**src/rtl/fetch_stage.sv**
```systemverilog
// fetch_stage
// Instruction-fetch stage: owns the program counter, addresses the
// combinational instruction ROM and captures the returned word into the
// IF/ID pipeline register. Handles stall, redirect and halt.
//
// Optional feature macro: FETCH_FAULT_EN
//   When defined, a fetch from a misaligned address or from outside the
//   ROM window parks the stage in FAULT until a redirect to a legal target.
//   When undefined, no address check is made and fetch_fault_o is 0.
//
// state   | meaning
// --------+-----------------------------------------------------------
// RUN     | normal fetch; redirect > halt > stall > advance
// HALTED  | halt seen; PC frozen, IF/ID invalid, only reset leaves
// FAULT   | illegal fetch address; waits for a legal redirect (macro only)

module fetch_stage #(
    parameter logic [31:0] RESET_VECTOR = 32'hBFC0_0000,
    parameter logic [31:0] ROM_BASE     = 32'hBFC0_0000,
    parameter int unsigned ROM_BYTES    = 4096
) (
    input  logic        clk,
    input  logic        rst_n,
    input  logic        stall_i,
    input  logic        redirect_i,
    input  logic [31:0] redirect_target_i,
    input  logic        halt_i,
    input  logic [31:0] instr_i,
    output logic [31:0] pc_o,
    output logic [31:0] if_id_instr_o,
    output logic [31:0] if_id_pc_o,
    output logic [31:0] if_id_pc_plus4_o,
    output logic        if_id_valid_o,
    output logic        halted_o,
    output logic        fetch_fault_o,
    output logic [31:0] fetch_count_o
);

    localparam logic [31:0] NOP_INSTR = 32'h0000_0013;
    localparam logic [31:0] ROM_LAST  = ROM_BASE + 32'(ROM_BYTES) - 32'd1;

    typedef enum logic [1:0] {
        ST_RUN    = 2'b00,
        ST_HALTED = 2'b01,
        ST_FAULT  = 2'b10
    } state_t;

    state_t      state;
    logic [31:0] pc_plus4;
    logic        pc_legal;
    logic        target_legal;

    // Word-aligned and inside the ROM window.
    function automatic logic fetch_addr_legal(input logic [31:0] addr);
        return (addr[1:0] == 2'b00) && (addr >= ROM_BASE) && (addr <= ROM_LAST);
    endfunction

    // Next sequential address and legality of both candidate fetch addresses.
    always_comb begin
        pc_plus4     = pc_o + 32'd4;
        pc_legal     = fetch_addr_legal(pc_o);
        target_legal = fetch_addr_legal(redirect_target_i);
    end

    // Fetch FSM together with the PC, IF/ID register and fetch counter.
    always_ff @(posedge clk) begin
        if (!rst_n) begin
            state            <= ST_RUN;
            pc_o             <= RESET_VECTOR;
            if_id_instr_o    <= NOP_INSTR;
            if_id_pc_o       <= 32'h0000_0000;
            if_id_pc_plus4_o <= 32'h0000_0004;
            if_id_valid_o    <= 1'b0;
            fetch_count_o    <= 32'h0000_0000;
        end else begin
            case (state)
                ST_RUN: begin
                    if (redirect_i) begin
                        // Wrong-path word is dropped even when stalled.
                        pc_o          <= redirect_target_i;
                        if_id_valid_o <= 1'b0;
`ifdef FETCH_FAULT_EN
                    end else if (!pc_legal) begin
                        state         <= ST_FAULT;
                        if_id_valid_o <= 1'b0;
`endif
                    end else if (halt_i) begin
                        state         <= ST_HALTED;
                        if_id_valid_o <= 1'b0;
                    end else if (!stall_i) begin
                        if_id_instr_o    <= instr_i;
                        if_id_pc_o       <= pc_o;
                        if_id_pc_plus4_o <= pc_plus4;
                        if_id_valid_o    <= 1'b1;
                        pc_o             <= pc_plus4;
                        fetch_count_o    <= fetch_count_o + 32'd1;
                    end
                end
                ST_HALTED: begin
                    if_id_valid_o <= 1'b0;
                end
`ifdef FETCH_FAULT_EN
                ST_FAULT: begin
                    if_id_valid_o <= 1'b0;
                    // An illegal target leaves the PC where it faulted.
                    if (redirect_i && target_legal) begin
                        state <= ST_RUN;
                        pc_o  <= redirect_target_i;
                    end
                end
`endif
                default: begin
                    state         <= ST_RUN;
                    if_id_valid_o <= 1'b0;
                end
            endcase
        end
    end

    assign halted_o = (state == ST_HALTED);

`ifdef FETCH_FAULT_EN
    assign fetch_fault_o = (state == ST_FAULT);
`else
    // Address checks exist but have no consumer without the fault feature.
    logic unused_fault_chk;
    assign unused_fault_chk = pc_legal ^ target_legal;
    assign fetch_fault_o    = 1'b0;
`endif

endmodule
```
**config.mk**
```make
export PLATFORM = sky130hd
export DESIGN_NAME = fetch_stage
export DESIGN_NICKNAME = d
export VERILOG_FILES = /design/src/rtl/fetch_stage.sv
export SDC_FILE = /design/constraint.sdc
export NUM_CORES = 1
export LEC_CHECK = 0
export ABC_CLOCK_PERIOD_IN_PS = 1870
export BUFFER_PORTS_ARGS = -buffer_cell sky130_fd_sc_hd__buf_4
export CAP_MARGIN = 20
export CORE_MARGIN = 5
export CORE_UTILIZATION = 26
export CTS_CLUSTER_SIZE = 8
export DETAILED_ROUTE_END_ITERATION = 16
export GPL_ROUTABILITY_DRIVEN = 0
export PLACE_DENSITY = 0.52
export SETUP_SLACK_MARGIN = 0.05
export SLEW_MARGIN = 20
export SYNTH_ARGS = -nofsm -noshare
export SYNTH_HDL_FRONTEND = slang
export SYNTH_SLANG_ARGS = --single-unit
```
**constraint.sdc**
```tcl
create_clock -name clk -period 1.87 [get_ports clk]
set_input_delay 0.2805 -clock clk [delete_from_list [all_inputs] [get_ports clk]]
set_output_delay 0.2805 -clock clk [all_outputs]
set_load 0.01 [all_outputs]
```
==> results.md <==
* Diode count at 0
* CP Class: reg -> reg
* Clock sinks at 160
* Slew Limit Fails at 0
* Post-synth top flop: dfxtp_1
* Vias/cell at 4.74
* Dpl cells at 1416
* Req. time, crit path at 2.18 ns
* Fin Setup TNS at 0 ns
* Dpl ws at -0.0625 ns
* Worst Path Buf+Inv at 2
* Row cnt at 59
* Post-synth EDFFs at 0
* Via count at 6862
* Layout cells sized above 1 at 0.319
* Area leader, netlist: dfxtp_1
* Status: complete, no violations
* Worst-path cell chain: buf_4, nand4_1, buf_4, nor2_1, nand3_1, a2111oi_0
* Layout Nets at 1172
* Die extent in y at 172 µm
* Pleak at 4.25 nW
* Mapped cell area at 6830 µm²
* GRT Util Overall at 0.161
* Seq cells post-synth at 160
* IO Pins at 232
* Syn nets at 916
* Final clock period utilization by the worst path at 0.914
* CTS clk-pin slew, worst paths at 0.07 ns
* Synth cell count leaders: 191 x nand2_1, 160 x dfxtp_1, 117 x a21oi_1
* Delay-heaviest family, CP: simple AND/OR/NAND/NOR gates
* CTS tree: done
* Vias in the first global route at 6494
* CTS Buf Count at 17
* Crit. End Element: flip-flop
* DRC viols at 0
* Area growth syn-to-layout at 46.1%
* Multi-input logic area at 3360 µm²
* CTS root buffer: clkbuf_16
* Area of the core at 26000 µm²
* Post-Layout Cell Count at 1448
* ANT nets after route at 0
* Distinct cells, synth at 53
* CP Launch Type: flip-flop
* Power Dens Cells at 826 nW/µm²
* Syn Inst Count at 845
* Filler cell count at 2752
* Initial antenna violation count at 0
* Final WL at 24700 µm
* Htree depth at 4
* Max Cap Viol at 0
* Sequential fraction of the synthesis area at 0.469
* Detailed Route Iter0 Violations at 390
* Tmin final at 1.71 ns
* DP HPWL at 18100 µm
* Count of input and output buffers at 230
* Synth top area share at 0.469
* Post-route clock skew at 0.0105 ns
* Synth warnings at 0
* Hold Violations, Final at 0
* Setup violators final at 0
* Min Hold Slack at 0.0614 ns
* Main area contributors after synthesis: dfxtp_1 47%, nand2_1 10%, a21oi_1 8.6%
* Pin count of the biggest net entering global routing at 60
* Achievable Freq at 585 MHz
* RSZ-0062 raised after global routing: true
* Clk_lat worst skew at 0.42 ns
* Die span in x at 172 µm
* Hold Path Class: in -> reg
* Avg Cell Area, Syn at 8.08 µm²
* CP max FO at 7
* Die Area at 29600 µm²
* DP Area at 9350 µm²
* Worst IR Drop VDD at 0.434 mV
* Design area at 9980 µm²
* Ys async rst share at 0
* R2r setup slk at 0.16 ns
* Final WS setup at 0.160 ns
* Global-route wire length before repair at 37200 µm
* Crit path max-delay cell type: a2111oi_0
* Pre-antenna DRT Iters at 4
* Utilization after layout at 0.384
* Congestion Overflow GR at 0
* CP Data Arrival Time at 2.02 ns
* Starting Density at 0.263
* Register area at 3210 µm²
* CP most frequent cell: buf_4
* Most common cell in the synthesized netlist: nand2_1
* Power Total at 8.25 mW
* Largest stage delay, worst path at 0.37 ns
* Clock Path Buffers at 2
* Average wire per standard cell at 17.0 µm
[path summary, 6_finish.rpt]
path,from,endpoint,depth (start not counted)
worst min-delay path,instr_i[1],if_id_instr_o[1]$_SDFFE_PN1P_,3
worst min register to register,if_id_instr_o[23]$_SDFFE_PN0P_,if_id_instr_o[23]$_SDFFE_PN0P_,2
worst max-delay path,pc_o[2]$_SDFFE_PN0P_,pc_o[17]$_SDFFE_PN0P_,6
worst max register to register,pc_o[2]$_SDFFE_PN0P_,pc_o[17]$_SDFFE_PN0P_,6
[worst register-to-register path, stage by stage, from the launching register on]
cell and delay [ns]:
dfxtp_1 0.33, buf_4 0.16, nand4_1 0.15, buf_4 0.18, nor2_1 0.19, nand3_1 0.22
a2111oi_0 0.37
[layout by cell type (no fill, tap or decap), types with 17 or more instances in the layout]
cell type  netlist  final
dfxtp_1        160    159
mux2i_1         18     18
o21ai_0         43     43
nand3_1         30     29
xor2_1          26     25
nor2_1          38     37
a21oi_1        117    117
nand4_1         23     23
buf_4            8    300
nand2_1        191    191
nand2b_1        17     17
clkbuf_16        0     17
[report_power, final]
group          switching [mW]  internal [mW]  leakage (nW)  total [mW]
clock network            1.45           2.16         0.291        3.61
logic                   0.551          0.479          2.66        1.03
registers              0.0784           3.53          1.30        3.61
[area by class of cell]
cell class,instances,share of cell area
clock inverters,11,0.0139
clock buffers,20,0.0458
inverters,5,0.00213
flip-flops and latches,160,0.321
repair buffers,307,0.239
well taps,335,0.0420
multi-input cells,610,0.336
[cell families after synthesis]
logic type,Yosys count,synth area share
other,1,0.000549
buffers and inverters,75,0.0484
AND/OR/NAND/NOR,348,0.236
multiplexers,18,0.0264
flip-flops,160,0.469
adder cells (fa/ha/maj),2,0.00366
AO/OA/AOI/OAI,200,0.163
XOR/XNOR,41,0.0526
[registers in the layout, indices dropped and copies added (netlist names)]
| name | cells |
|---|---|
| fetch_count_o | 32 |
| if_id_valid_o | 1 |
| if_id_instr_o | 32 |
| state | 1 |
| pc_o | 32 |
| if_id_pc_plus4_o | 30 |
| if_id_pc_o | 32 |
[metal layers]
metal | share of wire | global-route usage
met1 | 0.45 | 0.219
met2 | 0.46 | 0.257
met3 | 0.077 | 0.0501
met4 | 0.0059 | 0.0297
met5 | 0 | 0
[what timing repair did]
| action | in CTS | in global routing |
|---|---|---|
| hold endpoints to repair | 0 | 0 |
| buffers inserted | 0 | 1 |
| endpoints found under the setup margin | 0 | 28 |
| resized for setup | 0 | 8 |
| hold buffers | 0 | 0 |
Note: power is estimated with default switching activity, not from simulation.
